==> config.mk <==
export PLATFORM = sky130hd
export DESIGN_NAME = layer_mem_arbiter_flat
export DESIGN_NICKNAME = d
export VERILOG_FILES = /design/src/rtl/layer_mem_arbiter_pkg.sv /design/src/rtl/layer_mem_arbiter_if.sv /design/src/rtl/layer_mem_arbiter_rr_pick.sv /design/src/rtl/layer_mem_arbiter.sv /design/src/flat_wrapper.sv
export SDC_FILE = /design/constraint.sdc
export NUM_CORES = 1
export LEC_CHECK = 0
export BUFFER_PORTS_ARGS = -buffer_cell sky130_fd_sc_hd__buf_2
export CORE_ASPECT_RATIO = 0.9
export CORE_UTILIZATION = 52
export DETAILED_ROUTE_END_ITERATION = 8
export PLACE_DENSITY = 0.86
export SLEW_MARGIN = 40
export SYNTH_ARGS = -nofsm -noshare
export SYNTH_HDL_FRONTEND = slang
export SYNTH_SLANG_ARGS = --single-unit
==> constraint.sdc <==
create_clock -name clk -period 6.5 [get_ports clk]
set_clock_uncertainty 0.1 [all_clocks]
set_input_delay 1.3 -clock clk [delete_from_list [all_inputs] [get_ports clk]]
set_output_delay 1.3 -clock clk [all_outputs]
set_load 0.005 [all_outputs]
==> src/rtl/layer_mem_arbiter_pkg.sv <==
// Shared constants, types and small helpers for the layer-memory arbiter.
package layer_mem_pkg;

   localparam int NREQ = 3;
   localparam int AW   = 12;
   localparam int DW   = 13;
   localparam int IW   = (NREQ > 1) ? $clog2(NREQ) : 1;

   localparam int REQ_CONV = 0;
   localparam int REQ_POOL = 1;
   localparam int REQ_HOST = 2;

   localparam logic LAYER_L0 = 1'b0;
   localparam logic LAYER_L1 = 1'b1;

   typedef enum logic {
      ARB    = 1'b0,
      LOCKED = 1'b1
   } arb_state_t;

   typedef logic [IW-1:0] req_idx_t;

   // Round-robin successor of a requester index, wrapping at NREQ.
   function automatic req_idx_t next_ptr(input req_idx_t i);
      return (i == req_idx_t'(NREQ - 1)) ? '0 : i + req_idx_t'(1);
   endfunction

   // Requester index to one-hot vector.
   function automatic logic [NREQ-1:0] idx_to_onehot(input req_idx_t i);
      logic [NREQ-1:0] oh;
      oh    = '0;
      oh[i] = 1'b1;
      return oh;
   endfunction

endpackage

==> src/rtl/layer_mem_arbiter_if.sv <==
// Requester bundle plus the single layer-memory port. The slave side is the
// arbiter; the master side is whatever drives requests and models memory.
interface layer_mem_arbiter_if;
   import layer_mem_pkg::*;

   logic [NREQ-1:0]    req;
   logic [NREQ-1:0]    wr;
   logic [NREQ-1:0]    sel;
   logic [NREQ-1:0]    lock;
   logic [NREQ*AW-1:0] addr;
   logic [NREQ*DW-1:0] wdata;
   logic [NREQ-1:0]    gnt;
   logic [NREQ-1:0]    rvalid;
   logic [DW-1:0]      rdata;

   logic               cwr;
   logic               crd;
   logic               csel;
   logic [AW-1:0]      caddr_wr;
   logic [AW-1:0]      caddr_rd;
   logic [DW-1:0]      cdata_wr;
   logic [DW-1:0]      cdata_rd;

   modport master (
      output req, wr, sel, lock, addr, wdata, cdata_rd,
      input  gnt, rvalid, rdata, cwr, crd, csel, caddr_wr, caddr_rd, cdata_wr
   );

   modport slave (
      input  req, wr, sel, lock, addr, wdata, cdata_rd,
      output gnt, rvalid, rdata, cwr, crd, csel, caddr_wr, caddr_rd, cdata_wr
   );

endinterface

==> src/rtl/layer_mem_arbiter_rr_pick.sv <==
// Combinational round-robin picker: first eligible requester at or after ptr.
module rr_pick
   import layer_mem_pkg::*;
(
   input  logic [NREQ-1:0] req,
   input  logic [NREQ-1:0] mask,
   input  req_idx_t        ptr,
   output logic [NREQ-1:0] onehot,
   output req_idx_t        idx,
   output logic            valid
);

   logic [NREQ-1:0] eligible;

   assign eligible = req & mask;

   // Walk the requesters starting at ptr and stop at the first eligible one.
   always_comb begin
      int       pos;
      req_idx_t cand;
      onehot = '0;
      idx    = '0;
      valid  = 1'b0;
      pos    = 0;
      cand   = '0;
      for (int k = 0; k < NREQ; k++) begin
         pos  = (int'(ptr) + k) % NREQ;
         cand = req_idx_t'(pos);
         if (!valid && eligible[cand]) begin
            valid        = 1'b1;
            idx          = cand;
            onehot       = '0;
            onehot[cand] = 1'b1;
         end
      end
   end

endmodule

==> src/rtl/layer_mem_arbiter.sv <==
// Shares the single layer-memory port among the conv writer, the pool engine
// and the host readback port: round-robin arbitration with an optional burst
// lock, registered memory strobes and in-order read-return routing.
module layer_mem_arbiter
   import layer_mem_pkg::*;
#(
   parameter int RD_LAT   = 1,
   parameter int LOCK_MAX = 8
) (
   input logic                clk,
   input logic                reset,
   layer_mem_arbiter_if.slave bus
);

   localparam int CW = $clog2(LOCK_MAX + 1);

   arb_state_t      state;
   arb_state_t      state_nxt;
   req_idx_t        ptr;
   req_idx_t        ptr_nxt;
   req_idx_t        owner;
   req_idx_t        owner_nxt;
   logic [CW-1:0]   lock_cnt;
   logic [CW-1:0]   lock_cnt_nxt;
   logic [CW-1:0]   lock_cnt_inc;

   logic [NREQ-1:0] pick_mask;
   logic [NREQ-1:0] pick_onehot;
   req_idx_t        pick_idx;
   logic            pick_valid;
   logic            issue;
   logic            issue_wr;

   logic [AW-1:0]   addr_arr  [NREQ];
   logic [DW-1:0]   wdata_arr [NREQ];

   logic [RD_LAT-1:0]           tag_v;
   req_idx_t [RD_LAT-1:0]       tag_idx;

   // Unpack the flat per-requester address and write-data buses.
   always_comb begin
      for (int i = 0; i < NREQ; i++) begin
         addr_arr[i]  = bus.addr[i*AW +: AW];
         wdata_arr[i] = bus.wdata[i*DW +: DW];
      end
   end

   // While locked only the owner may win; otherwise everybody competes.
   always_comb begin
      pick_mask = '1;
      if (state == LOCKED) begin
         pick_mask        = '0;
         pick_mask[owner] = 1'b1;
      end
   end

   rr_pick u_pick (
      .req    (bus.req),
      .mask   (pick_mask),
      .ptr    (ptr),
      .onehot (pick_onehot),
      .idx    (pick_idx),
      .valid  (pick_valid)
   );

   assign lock_cnt_inc = lock_cnt + CW'(1);
   assign issue_wr     = bus.wr[pick_idx];

   // Next-state logic: decides whether an access issues this edge and how the
   // pointer, lock ownership and burst counter move. Leaving a capped burst
   // puts the pointer just past the owner, so the owner goes last next round.
   always_comb begin
      state_nxt    = state;
      owner_nxt    = owner;
      lock_cnt_nxt = lock_cnt;
      ptr_nxt      = ptr;
      issue        = 1'b0;
      case (state)
         ARB: begin
            if (pick_valid) begin
               issue   = 1'b1;
               ptr_nxt = next_ptr(pick_idx);
               if (bus.lock[pick_idx] && (LOCK_MAX > 1)) begin
                  state_nxt    = LOCKED;
                  owner_nxt    = pick_idx;
                  lock_cnt_nxt = CW'(1);
               end
            end
         end
         LOCKED: begin
            if (!pick_valid) begin
               state_nxt    = ARB;
               lock_cnt_nxt = '0;
            end else begin
               issue   = 1'b1;
               ptr_nxt = next_ptr(pick_idx);
               if (!bus.lock[owner] || (lock_cnt_inc >= CW'(LOCK_MAX))) begin
                  state_nxt    = ARB;
                  lock_cnt_nxt = '0;
               end else begin
                  lock_cnt_nxt = lock_cnt_inc;
               end
            end
         end
         default: begin
            state_nxt    = ARB;
            lock_cnt_nxt = '0;
         end
      endcase
   end

   // Arbitration state registers.
   always_ff @(posedge clk) begin
      if (!reset) begin
         state    <= ARB;
         ptr      <= '0;
         owner    <= '0;
         lock_cnt <= '0;
      end else begin
         state    <= state_nxt;
         ptr      <= ptr_nxt;
         owner    <= owner_nxt;
         lock_cnt <= lock_cnt_nxt;
      end
   end

   // Registered memory-port drive; address, data and layer select hold when idle.
   always_ff @(posedge clk) begin
      if (!reset) begin
         bus.gnt      <= '0;
         bus.cwr      <= 1'b0;
         bus.crd      <= 1'b0;
         bus.csel     <= 1'b0;
         bus.caddr_wr <= '0;
         bus.caddr_rd <= '0;
         bus.cdata_wr <= '0;
      end else begin
         bus.gnt <= issue ? pick_onehot : '0;
         bus.cwr <= issue & issue_wr;
         bus.crd <= issue & ~issue_wr;
         if (issue) begin
            bus.csel <= bus.sel[pick_idx];
            if (issue_wr) begin
               bus.caddr_wr <= addr_arr[pick_idx];
               bus.cdata_wr <= wdata_arr[pick_idx];
            end else begin
               bus.caddr_rd <= addr_arr[pick_idx];
            end
         end
      end
   end

   // Read tags ride an RD_LAT-deep pipe so returns are routed in issue order.
   always_ff @(posedge clk) begin
      if (!reset) begin
         tag_v      <= '0;
         tag_idx    <= '0;
         bus.rvalid <= '0;
         bus.rdata  <= '0;
      end else begin
         for (int k = RD_LAT - 1; k > 0; k--) begin
            tag_v[k]   <= tag_v[k-1];
            tag_idx[k] <= tag_idx[k-1];
         end
         tag_v[0]   <= issue & ~issue_wr;
         tag_idx[0] <= pick_idx;
         bus.rvalid <= '0;
         if (tag_v[RD_LAT-1]) begin
            bus.rvalid <= idx_to_onehot(tag_idx[RD_LAT-1]);
            bus.rdata  <= bus.cdata_rd;
         end
      end
   end

endmodule

==> src/flat_wrapper.sv <==
// flat-port wrapper written by rule: the top's interface ports become plain ports
module layer_mem_arbiter_flat import layer_mem_pkg::*;
#(
   parameter int RD_LAT   = 1,
   parameter int LOCK_MAX = 8
)
  (clk, reset, bus_req, bus_wr, bus_sel, bus_lock, bus_addr, bus_wdata, bus_cdata_rd, bus_gnt, bus_rvalid, bus_rdata, bus_cwr, bus_crd, bus_csel, bus_caddr_wr, bus_caddr_rd, bus_cdata_wr);
  layer_mem_arbiter_if bus_i ();
  input logic clk;
  input logic reset;
  input wire logic [$bits(bus_i.req)-1:0] bus_req;
  input wire logic [$bits(bus_i.wr)-1:0] bus_wr;
  input wire logic [$bits(bus_i.sel)-1:0] bus_sel;
  input wire logic [$bits(bus_i.lock)-1:0] bus_lock;
  input wire logic [$bits(bus_i.addr)-1:0] bus_addr;
  input wire logic [$bits(bus_i.wdata)-1:0] bus_wdata;
  input wire logic [$bits(bus_i.cdata_rd)-1:0] bus_cdata_rd;
  output wire logic [$bits(bus_i.gnt)-1:0] bus_gnt;
  output wire logic [$bits(bus_i.rvalid)-1:0] bus_rvalid;
  output wire logic [$bits(bus_i.rdata)-1:0] bus_rdata;
  output wire logic [$bits(bus_i.cwr)-1:0] bus_cwr;
  output wire logic [$bits(bus_i.crd)-1:0] bus_crd;
  output wire logic [$bits(bus_i.csel)-1:0] bus_csel;
  output wire logic [$bits(bus_i.caddr_wr)-1:0] bus_caddr_wr;
  output wire logic [$bits(bus_i.caddr_rd)-1:0] bus_caddr_rd;
  output wire logic [$bits(bus_i.cdata_wr)-1:0] bus_cdata_wr;
  assign bus_i.req = bus_req;
  assign bus_i.wr = bus_wr;
  assign bus_i.sel = bus_sel;
  assign bus_i.lock = bus_lock;
  assign bus_i.addr = bus_addr;
  assign bus_i.wdata = bus_wdata;
  assign bus_i.cdata_rd = bus_cdata_rd;
  assign bus_gnt = bus_i.gnt;
  assign bus_rvalid = bus_i.rvalid;
  assign bus_rdata = bus_i.rdata;
  assign bus_cwr = bus_i.cwr;
  assign bus_crd = bus_i.crd;
  assign bus_csel = bus_i.csel;
  assign bus_caddr_wr = bus_i.caddr_wr;
  assign bus_caddr_rd = bus_i.caddr_rd;
  assign bus_cdata_wr = bus_i.cdata_wr;
  layer_mem_arbiter #(.RD_LAT(RD_LAT), .LOCK_MAX(LOCK_MAX)) u_core (.clk(clk), .reset(reset), .bus(bus_i));
endmodule
# ---- After elaboration in Yosys (flattened, before gate mapping)
# Cells that the tools add are included.
dict set report totals {
  out_inout_bits 59
  wordCells 113
  regBits 70
  input_bits 102
}
dict set report classes {
  bitwise_logic 6
  muxes 53
  add_sub_neg 4
  n_lt_le_gt_ge 13
  div 3
  eq_ne 3
  reduce_logical 17
}
# cell n
set op_table {}
lappend op_table {{$mod 32x3->32 const B} 2}
lappend op_table {{$mod 3x3->32 const B} 1}
lappend op_table {{$bmux 13 s2} 1}
lappend op_table {{$mux 13} 2}
lappend op_table {{$bmux 12 s2} 1}
lappend op_table {{$mux 12} 2}
lappend op_table {{$mux 1} 20}
lappend op_table {{$lt 2x3->1 const B} 6}
lappend op_table {{$mux 4} 4}
lappend op_table {{$bmux 1 s2} 7}
lappend op_table {{$mux 3} 4}
lappend op_table {{$demux 1 s2} 5}
lappend op_table {{$ge 2x1->1 const B} 5}
lappend op_table {{$mux 2} 5}
lappend op_table {{$reduce_and 2->1} 5}
lappend op_table {{$pmux 4 s2} 1}
lappend op_table {{$logic_and 1x1->1} 7}
lappend op_table {{$add 4x1->4 const B} 1}
lappend op_table {{$ge 4x4->1 const B} 1}
lappend op_table {{$ne 2x1->1 const B} 2}
lappend op_table {{$add 2x1->3 const B} 1}
lappend op_table {{$add 2x2->3 const B} 1}
lappend op_table {{$and 3x3->3} 1}
lappend op_table {{$ge 3x3->1 const B} 1}
lappend op_table {{other kinds (9)} 13}

# ---- Longest topological paths before layout
# Gate-level depths: netlist of the first run.
dict set report depth {
  depth_word 20
  depth_mapped 12
  depth_no_buf 8
}

# ---- Cells and area by module
# From an unflattened synthesis of the first run, not the netlist that was laid out.
dict set report unflattened {
  cells_unflattened 383
  area_unflattened_um2 3549.7
}
# module area_each_um2 n_inst cells_per_inst seq_area_each_um2
set modules_own_cells {}
lappend modules_own_cells {layer_mem_arbiter 3250.6 1 346 1401.3}
lappend modules_own_cells {rr_pick 299.0 1 37 0.0}

# ---- Least setup slack after synthesis of the first run
# Ideal clock, no wire load.
dict set report synth_path {
  path_kind {input -> register}
  startpoint {input bus_req[1]}
  endpoint {register u_core.bus.cdata_wr[10]}
  stages 8
  arrival_time_ns 2.754
  path_buffers 2
  slack_ns 3.567
  setup_time_ns 0.079
  required_ns 6.321
  path_cell_list {nor3b_2 a2111oi_4 and2_1 buf_6 a22o_4 clkbuf_1 or3_1 o221ai_2}
}
dict set report synth_via {
  elab_chain_len 14
  word_cells_on_any_way 25
  cone_classes {18 x mux; 2 x bitwise; 5 x reduce/logical}
}
# item line
set synth_lines {}
lappend synth_lines {{start, declared} flat_wrapper.sv:11} ;# input wire logic [$bits(bus_i.req)-1:0] bus_req;
lappend synth_lines {{$and 3x3->3 (*)} layer_mem_arbiter_rr_pick.sv:15} ;# assign eligible = req & mask;
lappend synth_lines {{$bmux 1 s2} layer_mem_arbiter_rr_pick.sv:29} ;# if (!valid && eligible[cand]) begin
lappend synth_lines {{$mux 1 (not written as such)} layer_mem_arbiter_rr_pick.sv:29}
lappend synth_lines {{$mux 1} layer_mem_arbiter_rr_pick.sv:29}
lappend synth_lines {{$logic_not 1->1} layer_mem_arbiter_rr_pick.sv:29}
lappend synth_lines {{$logic_and 1x1->1} layer_mem_arbiter_rr_pick.sv:29}
lappend synth_lines {{$mux 1} layer_mem_arbiter_rr_pick.sv:29}
lappend synth_lines {{$logic_not 1->1} layer_mem_arbiter_rr_pick.sv:29}
lappend synth_lines {{$logic_and 1x1->1} layer_mem_arbiter_rr_pick.sv:29}
lappend synth_lines {{$mux 2} layer_mem_arbiter_rr_pick.sv:29}
lappend synth_lines {{$not 2->3 (not written as such)} layer_mem_arbiter.sv:145} ;# bus.cdata_wr <= wdata_arr[pick_idx];
lappend synth_lines {{$bmux 13 s2} layer_mem_arbiter.sv:145}
lappend synth_lines {{$mux 13 (not written as such) (2 in series)} layer_mem_arbiter.sv:145}
lappend synth_lines {{end signal, assigned} layer_mem_arbiter.sv:145}
lappend synth_lines {{end, declared} layer_mem_arbiter_if.sv:31} ;# output gnt, rvalid, rdata, cwr, crd, csel, caddr_wr, caddr_rd, cdata_wr
# Every way passes the cells marked *; elsewhere a longest branch is shown, timed or not. The select of a mux whose other input is x is not followed.
# A chain may end at the register's enable or synchronous reset.

# ---- Worst setup path in the final report of the first run
dict set report layout_path {
  startpoint {input bus_req[2]}
  endpoint {register u_core.bus.cdata_wr[1]}
}
# The elaborated chain is that of the path after synthesis.

==> run metrics, run 1 <==
syn avg cell area 9.214 µm²; Core Area 0.006761 mm²; clock network power share 16.7%; final WL 10.08 mm; PwrDens between 400 and 500 mW/mm²; IO buf count 160; router iterations before antenna repair 5; sw power 938.2 µW; f_max between 0.2 and 0.3 GHz; initial antenna violation count 1; P_leak 2.173 nW; M3 GR Usage under 10%; Nets 650; Synth Area in Compound Gates roughly 24%; Die ar. 0.007501 mm²; main combinational cell family by area after synthesis compound AO/OA/AOI/OAI gates; Setup Viol. Count Final 0; Total Routing Usage GR 26.33%; Initial Util 55.05%; post-cts resize count 0; EDFF count, synth 0; flop-to-flop setup slack 2850 ps; FFs w/ async S/R, synth 0%; period utilization 56.39%; min-delay worst type reg2reg; met1 usage 30.77%; clk slew on worst S/H paths 70 ps; setup TNS 0 ps; Worst EP arrival 3820 ps; max-cap violations 0; synthesis-to-finish area growth 25.75%; status complete, no violations; Synth Register Bits 70; synthesized area 0.003722 mm²; Post CTS Setup Buffer Count 0; # IOs ~160; Final GP Congestion between 0.9 and 1; Post-Synth Simple-Gate Area 18.76%; residual overflow from global routing 0; Num CTS Buffers 9; Die H 82.27 µm; Placed Cells between 600 and 700; hold buffer count at cts 0; crit end category flip-flop; Die Wd approximately 91 µm; Iter 0 DRT Violations 184; Post-Layout Cell Count 638; Slew Limit Fails 0; xor and xnor fraction of the mapped netlist area less than 1%; CTS max path bufs 2; CP Launch Type input port; power after layout between 2 and 2.5 mW; clock sink count 70; Mapped Nets approximately 510; worst skew pair latency 350 ps; Synth top area share 37.65%; Residual DRC 0; Mapped Cells 404; Setup crit end u_core.bus.cdata_wr[1]; GR Util met2 45.23%; CTS tree yes; placement-stage cell area about 0.0045 mm²; post-synthesis sequential area ratio 37.65%; Max VDD drop approximately 0.24 mV; largest net degree at the start of global routing 59; CP required 6660 ps; Non-Filler Cell Area, Final 0.004681 mm²; sw frac 42.17%; WS Path Type in2reg; Seq pwr share 31.7%; synth unique cells between 60 and 70; Clock Tree Root clkbuf_8; launch point of the worst path bus_req[2]; Slew HR 47.12%; GRT Max-Usage Layer met2; layout cells sized above 1 36.56%; worst flop-to-flop path startpoint u_core.ptr[0]; detailed placer's ending HPWL 7.218 mm; Reg-to-Reg End u_core.bus.cdata_wr[1]; mux contribution to synthesized area 10.79%; Syn. warnings 0; CTS H-tree lvls 3; top_reg_cell synth dfxtp_1; antenna-violating nets left 0; Final min period 3665 ps; P_int 1.287 mW; Row Count 28; Comb pwr share 51.6%; vias in the first global route 3327; Synth Area in Adders 1.950%; CP max FO 28; RSZ-0062 raised after global routing false; final hold vios 0; drt via density 5.788; via count 3693; Reg2Reg Depth 9; routed length per instance 15.79 µm; first-pass GRT wire length 15.43 mm; post-synth top area cell dfxtp_1; cells taking the most area after synthesis dfxtp_1, mux2i_1, a22o_1, nand2_1, o221ai_2; Slew @ Worst Pin 793.1 ps
==> worst min path at each step <==
stage                                       from                endpoint  cells after the start
after global routing      u_core.bus.caddr_rd[8]  u_core.bus.caddr_rd[8]                      2
final                          u_core.tag_idx[0]    u_core.bus.rvalid[0]                      1
after floorplan                u_core.tag_idx[1]    u_core.bus.rvalid[1]                      1
after CTS                      u_core.tag_idx[0]    u_core.bus.rvalid[0]                      1
after detailed placement       u_core.tag_idx[0]    u_core.bus.rvalid[0]                      1
after global placement         u_core.tag_idx[0]    u_core.bus.rvalid[0]                      1
==> power groups by stage <==
stage | combinational (mW) | clock [mW] | sequential, mW
finish | 1.15 | 0.372 | 0.705
global route | 1.25 | 0.394 | 0.724
CTS | 1.13 | 0.374 | 0.702
detailed placement | 1.12 | 0 | 0.707
global placement | 1.09 | 0 | 0.707
floorplan | 0.865 | 0 | 0.683
==> area by class of cell <==
class                   instances  area [µm²]
diodes                          1       2.502
clock buffers                  11       131.4
clock inverters                 4       72.57
fillers                       533        2081
inverters                      10       37.54
multi-input cells             290        2105
flip-flops and latches         70        1401
well taps                      90       112.6
repair buffers                162       818.3
==> sequential cells by signal, indices dropped and copies added, names as in the netlist, 2 cells and up <==
register,cells
u_core.owner,2
u_core.tag_idx,2
u_core.bus.caddr_wr,12
u_core.lock_cnt,4
u_core.bus.cdata_wr,13
u_core.bus.rdata,13
u_core.bus.gnt,3
u_core.ptr,2
u_core.bus.rvalid,3
u_core.bus.caddr_rd,12
==> worst max-delay path: stages <==
cell,delay [ps]
buf_2,120
nor2b_1,140
o31ai_2,300
and4_1,710
buf_4,410
a22o_4,290
o211ai_4,240
o221ai_1,300
==> layer usage <==
layer / up-vias / wire [µm] / part of all wire, %
met1: 1720 / 4101 / 41
met2: 180 / 4991 / 50
li1: 1774 / - / -
met3: 19 / 770 / 7.6
met4: 0 / 214 / 2.1
met5: - / 0 / 0
==> cell usage in the layout, fill, tap and decap left out, drive strengths merged, types with 7 or more instances in the layout <==
master / count
o221ai: 13
or3: 13
nor3: 7
o21ai: 20
nor3b: 16
a22o: 27
inv: 9
mux2i: 39
nand2: 45
clkbuf: 11
buf: 162
a21oi: 21
dfxtp: 70
nor2: 23
==> Yosys cell counts, drive strengths merged, types with 2 or more instances <==
library cell and instances:
dfxtp 70, nand2 45, mux2i 39, a22o 27, nor2 23, a21oi 21, o21ai 20, buf 19
nor3b 16, clkbuf 15, o221ai 13, or3 13, inv 9, nor3 7, and2 5, ha 5
nand3 5, a31oi 4, and3 4, nand2b 4, a22oi 3, a21boi 2, a31o 2, a32o 2
and4 2, nand4 2, nor2b 2, o2111ai 2, o211ai 2, o31ai 2
==> metrics by stage <==
step           setup WS (ps)  utilization (%)  hold WS, ps
2_1_floorplan           3567                -        312.4
3_3_place_gp            2413            65.95        320.0
3_5_place_dp            2333            66.04        333.5
4_1_cts                 2675            69.06        342.5
5_1_grt                 2637            69.23        376.1
6_report                2835            69.23        346.1
==> cell families (layout without fill, tap and decap cells) <==
group                      count (synthesis)  count (layout)
muxes                                     40              40
xor gates and xnor gates                   2               2
and+or+nand+nor                          131             131
buffers and inverters                     44             187
AOI/OAI and AO/OA                        111             111
DFF                                       70              70
adders and majority gates                  6               6
other                                      0               1
(Power assumes the default switching activity.)
==> run 2, diff against run 1 <==
CORE_UTILIZATION = 43   (was 52)
PLACE_DENSITY = 0.76   (was 0.86)
clock period = 3 ns   (was 6.5 ns; I/O delays follow)
==> run 2 against run 1 <==
  * Clock-buffer cell count fell by 2
  * Final cell count rose by 6.0%
  * Critical path depth rose by 1
  * Utilization fell by 11 points
  * First-iteration DRC count fell by 29%
  * Sequential power rose by 110%
  * Highest routed layer unchanged
  * Combinational power rose by 130%
==> run metrics, run 2 (synthesis gave the netlist of run 1 again) <==
clock sink count 70 (unchanged); Die H 90.27 µm (+9.7%); slowest CP cell and4_2; min-delay worst type reg2reg; CTS tree yes; Slew HR 56.64% (+9.5 points); setup TNS 0 ps (unchanged); hold path cells 1 (unchanged); CP required 3130 ps (-3530 ps); routed length per instance 14.98 µm (-5.2%); Residual DRC 0 (unchanged); router iterations before antenna repair 4 (-1); Largest regs u_core.bus.cdata_wr x13, u_core.bus.rdata x13; Slew Limit Fails 0 (unchanged); CTS H-tree lvls 3 (unchanged); Largest stage delay, worst path 410 ps (-300 ps); setup ws final 200.1 ps (-2634 ps); # IOs 161 (unchanged); CTS max path bufs 2 (unchanged); Initial Util 45.27% (-9.8 points); P_leak 2.237 nW (+2.9%); Clock Tree Root clkbuf_8; status complete, no violations; Iter 0 DRT Violations 130 (-29%); layout cells sized above 1 38.86% (+2.3 points); final WL 10.13 mm (+0.50%); IO buf count 160 (unchanged); most frequent cells in the layout buf_2, dfxtp_1, nand2_1, mux2i_1, a22o_1; clk slew on worst S/H paths 80 ps (about the same); Post CTS Setup Buffer Count 0 (unchanged); crit end category flip-flop; Max VDD drop 0.5406 mV (+120%); period utilization 93.33%; Num CTS Buffers 9 (unchanged); Reg2Reg Depth 9 (unchanged); first-pass GRT wire length 16.06 mm (+4.1%); vias in the first global route 3393 (+2.0%); initial antenna violation count 0 (-1); Final min period 2800 ps; worst skew pair latency 350 ps (about the same); synthesis-to-finish area growth 29.11%; CP max FO 32 (+14%); Nets 663 (+2.0%); Setup Viol. Count Final 0 (unchanged); detailed placer's ending HPWL 7.532 mm (+4.4%); RSZ-0062 raised after global routing false; f_max 0.3572 GHz; Slew @ Worst Pin 649.6 ps (-143.4 ps); residual overflow from global routing 0 (unchanged); Die ar. 0.009033 mm² (+20%); dpl ws 29.54 ps (-2303 ps); Die Wd 100.1 µm (+9.7%); via count 3649 (-1.2%); final hold vios 0 (unchanged); largest net degree at the start of global routing 58 (-1.7%); Final GP Congestion 0.8914 (-4.4%); crit-path cells inv_1 > ha_2 > and2_1 > o31ai_2 > and4_2 > buf_4 > nor3b_1 > o21ai_0 > mux2i_1; Row Count 31 (+11%); Total Routing Usage GR 22.53% (-3.8 points); CP Launch Type flip-flop; Core Area 0.008223 mm² (+22%); Worst EP arrival 2930 ps (-890 ps); max-cap violations 0 (unchanged); WS Path Type reg2reg; commonest non-fill, non-tap cell in the layout buf_2; PwrDens 1023 mW/mm² (+120%); power after layout 4.916 mW (+120%); antenna-violating nets left 0 (unchanged); drt via density 5.398 (-6.7%); # diodes 0 (-1)
-- run 2: final timing paths --
path	to	startpoint	slack, ps
max	u_core.bus.caddr_rd[11]	u_core.ptr[0]	200
min	u_core.bus.rvalid[0]	u_core.tag_idx[0]	350
min reg2reg	u_core.bus.rvalid[0]	u_core.tag_idx[0]	350
max reg2reg	u_core.bus.caddr_rd[11]	u_core.ptr[0]	200
-- run 2: timing repair --
action / CTS / global route
pin swaps: 0 / 1
gates resized for setup: 1 / 2
hold endpoints to repair: 0 / 0
hold buffers: 0 / 0
endpoints found under the setup margin: 1 / 35
-- run 2: critical path: cells and delay by family, from the launching register on --
| kind | cells | cell delay (ps) |
|---|---|---|
| compound gates | 2 | 610 |
| simple gates | 3 | 670 |
| buf+inv | 2 | 450 |
| mux | 1 | 130 |
| fa+ha+maj | 1 | 350 |
| flops | 1 | 370 |
-- run 2: report_power, final --
part           switching (mW)  internal (mW)
clock network           0.382          0.385
registers               0.215           1.27
logic                    1.48           1.18
total                    2.08           2.84
-- run 2: per-layer routing --
layer,global-route usage (%),vias up,part of all wire [%]
li1,-,1790,-
met1,27.28,1698,43
met2,37.76,141,49
met3,5.108,20,6.1
met4,10.51,0,2.2
met5,0,-,0
-- run 2: metrics by stage --
stage / instance area, µm² / utilization, % / instances / hold slack, ps
final: 4806 / 58.44 / 676 / 354.3
after global routing: 4806 / 58.44 / 676 / 377.3
after CTS: 4802 / 58.40 / 676 / 350.0
after detailed placement: 4603 / 55.98 / 660 / 338.3
after global placement: 4601 / 55.95 / 660 / 328.9
after floorplan: 3722 / - / 404 / 312.4
-- run 2: layout make-up --
type / count / area (µm²)
timing repair buffer: 175 / 925.9
sequential: 70 / 1401
inverter: 10 / 37.54
multi-input combinational: 290 / 2101
clock inverter: 7 / 72.57
clock buffer: 9 / 123.9
tap: 115 / 143.9
fill: 734 / 3417
==> run 3, diff against run 2 <==
PLACE_DENSITY = 0.77   (was 0.76)
SYNTH_HIERARCHICAL = 1   (was not set)
==> run 3 against run 2 <==
  * Combinational power up 23%
  * Utilization up 1.2 points
  * The run now ends with design-rule violations left
  * Routed wire length down 4.4%
  * Clock power shrank 5.9%
  * First-iteration DRC count increased by 33%
  * Synthesized cell count fell by 5.2%
  * Die area down 4.5%
  * Via count fell by 6.2%
  * Sequential share of layout area grew 0.11 points
==> run metrics, run 3 <==
synth unique cells 41 (-34%); flop-to-flop setup slack 100 ps (-100 ps); Num CTS Buffers 9 (unchanged); Reg2Reg Depth 11 (+2); PwrDens 1123 mW/mm² (+9.8%); period utilization 96.56% (+3.2 points); cells taking the most area after synthesis dfxtp_1, mux2i_1, a21oi_1, a211oi_2, nor2_1; # diodes 0 (unchanged); router iterations before antenna repair 7 (+3); violated checks design-rule violations; IO buf count 160 (unchanged); Residual DRC 16 (+16); # IOs 161 (unchanged); Reg-to-Reg End u_core/bus.caddr_wr[5]; Clock Tree Root clkbuf_8; Die Wd 97.77 µm (-2.3%); Slew Limit Fails 0 (unchanged); Slew HR 52.13% (-4.5 points); initial antenna violation count 0 (unchanged); min-delay worst type reg2reg; syn avg cell area 9.268 µm² (+0.59%); Synth top area share 39.48% (+1.8 points); CP Launch Type flip-flop; commonest non-fill, non-tap cell in the layout buf_2; final hold vios 0 (unchanged); clk slew on worst S/H paths 70 ps (about the same); Largest regs u_core/bus.cdata_wr x13, u_core/bus.rdata x13; CP max FO 11 (-66%); Final GP Congestion 0.8214 (-7.9%); post-synthesis sequential area ratio 39.48% (+1.8 points); Syn. warnings 6 (+6); detailed placer's ending HPWL 6.936 mm (-7.9%); power after layout 5.383 mW (+9.5%); Final min period 2897 ps (+96.87 ps); drt via density 5.255 (-2.6%); via count 3421 (-6.2%); Die ar. 0.008623 mm² (-4.5%); CTS max path bufs 2 (unchanged); synthesized area 0.003550 mm² (-4.6%); routed length per instance 14.87 µm (-0.75%); WS Path Type reg2reg; max-cap violations 0 (unchanged); Iter 0 DRT Violations 173 (+33%); Hold Crit Start u_core/tag_idx[1]; worst skew pair latency 330 ps (-20 ps); hold path cells 1 (unchanged); Total Routing Usage GR 22.08% (-0.45 points); residual overflow from global routing 0 (unchanged); Core Area 0.008029 mm² (-2.4%); Max VDD drop 0.5506 mV (+1.9%); Initial Util 44.21% (-1.1 points); largest net degree at the start of global routing 40 (-31%); top_reg_cell synth dfxtp_1; Row Count 31 (unchanged); P_leak 2.201 nW (-1.6%); layout cells sized above 1 42.93% (+4.1 points); Synth Register Bits 70 (unchanged); setup ws final 103.2 ps (-96.87 ps); hold buffer count at cts 0 (unchanged); CP required 3140 ps (about the same); Post-Layout Cell Count 651 (-3.7%); first-pass GRT wire length 15.06 mm (-6.2%); M1 WL 4.358 mm (+0.97%); final WL 9.679 mm (-4.4%); Worst EP arrival 3030 ps (+100 ps); RSZ-0062 raised after global routing false; Mapped Nets 490 (-4.1%); setup TNS 0 ps (unchanged); f_max 0.3452 GHz (-3.3%); EDFF count, synth 0 (unchanged); clock sink count 70 (unchanged); FFs w/ async S/R, synth 0% (unchanged); Die H 88.20 µm (-2.3%); Slew @ Worst Pin 717.0 ps (+67.35 ps); CTS tree yes; worst flop-to-flop path startpoint u_core/ptr[1]; Post-synth top cells dfxtp_1, a21oi_1, nor2_1, mux2i_1, a211oi_2; Top Layer Used met4; antenna-violating nets left 0 (unchanged); crit end category flip-flop; post-synth top area cell dfxtp_1; Setup Viol. Count Final 0 (unchanged); vias in the first global route 3224 (-5.0%); most frequent cells in the layout buf_2, dfxtp_1, nor2_1, a21oi_1, mux2i_1; synthesis-to-finish area growth 35.00%; Placed Cells 632 (-4.2%); CTS H-tree lvls 3 (unchanged); Nets 654 (-1.4%); WL met3 646 µm (+4.2%); Hold Path End u_core/bus.rvalid[0]; Detail Route met2 WL 4.613 mm (-7.1%); dpl ws 35.19 ps (+5.642 ps); Mapped Cells 383 (-5.2%); most common cell in the synthesized netlist dfxtp_1; status complete, but fails checks
run 3: cell families after synthesis:
family,Yosys count,synth area share [%]
AOI/OAI and AO/OA,122,26.01
buffers and inverters,45,6.697
DFF,70,39.48
adders and majority gates,5,1.762
muxes,45,13.08
and+or+nand+nor,96,12.97
run 3: through the flow:
| stage | area [µm²] | hold WS, ps | utilization, % |
|---|---|---|---|
| after floorplan | 3550 | 312.4 | - |
| after global placement | 4534 | 328.4 | 56.47 |
| after detailed placement | 4534 | 342.0 | 56.47 |
| after CTS | 4720 | 349.1 | 58.78 |
| after global routing | 4792 | 355.0 | 59.69 |
| final | 4792 | 354.3 | 59.69 |
run 3: worst max-delay path by stage:
stage	end	cells after the start	startpoint	slack, ps
5_1_grt	u_core/bus.caddr_wr[4]	12	u_core/ptr[0]	5
3_5_place_dp	u_core/owner[1]	11	u_core/ptr[1]	40
4_1_cts	u_core/bus.caddr_rd[11]	10	u_core/ptr[0]	40
2_1_floorplan	u_core/bus.cdata_wr[10]	13	u_core/state	220
3_3_place_gp	u_core/bus.cdata_wr[9]	10	bus_req[0]	160
6_report	u_core/bus.caddr_wr[5]	11	u_core/ptr[1]	100
run 3: cell type report:
cell class | instances | area, µm²
Fill cell | 714 | 3237
Multi-Input combinational cell | 268 | 1962
Sequential cell | 70 | 1403
Timing Repair Buffer | 186 | 1076
Clock buffer | 12 | 135.1
Tap cell | 99 | 123.9
Clock inverter | 4 | 47.55
Inverter | 12 | 45.04
run 3: routing by layer:
metal,vias up,track usage [%]
met5,-,0
met4,0,6.061
met3,7,6.385
met2,131,38.17
met1,1573,27.13
li1,1710,-
run 3: repair_timing:
item,4_1_cts,5_1_grt
buffers inserted,0,2
setup endpoints to repair,2,47
pin swaps,0,4
cloned,0,1
resized for setup,1,9
run 3: worst max-delay path: stages (launching register included):
cell and delay (ps):
dfxtp_2 350, inv_1 100, ha_2 300, nand4b_1 190, o311ai_4 170, a211o_1 330
a21oi_4 270, mux2i_4 320, o21ai_4 90, and2_4 210, buf_12 150, a211oi_1 200
run 3: report_power, final:
group	internal [mW]	total, mW	leakage (nW)	switching (mW)
Combinational	1.48	3.28	1.53	1.80
Sequential	1.22	1.38	0.577	0.161
Clock	0.383	0.722	0.0904	0.339
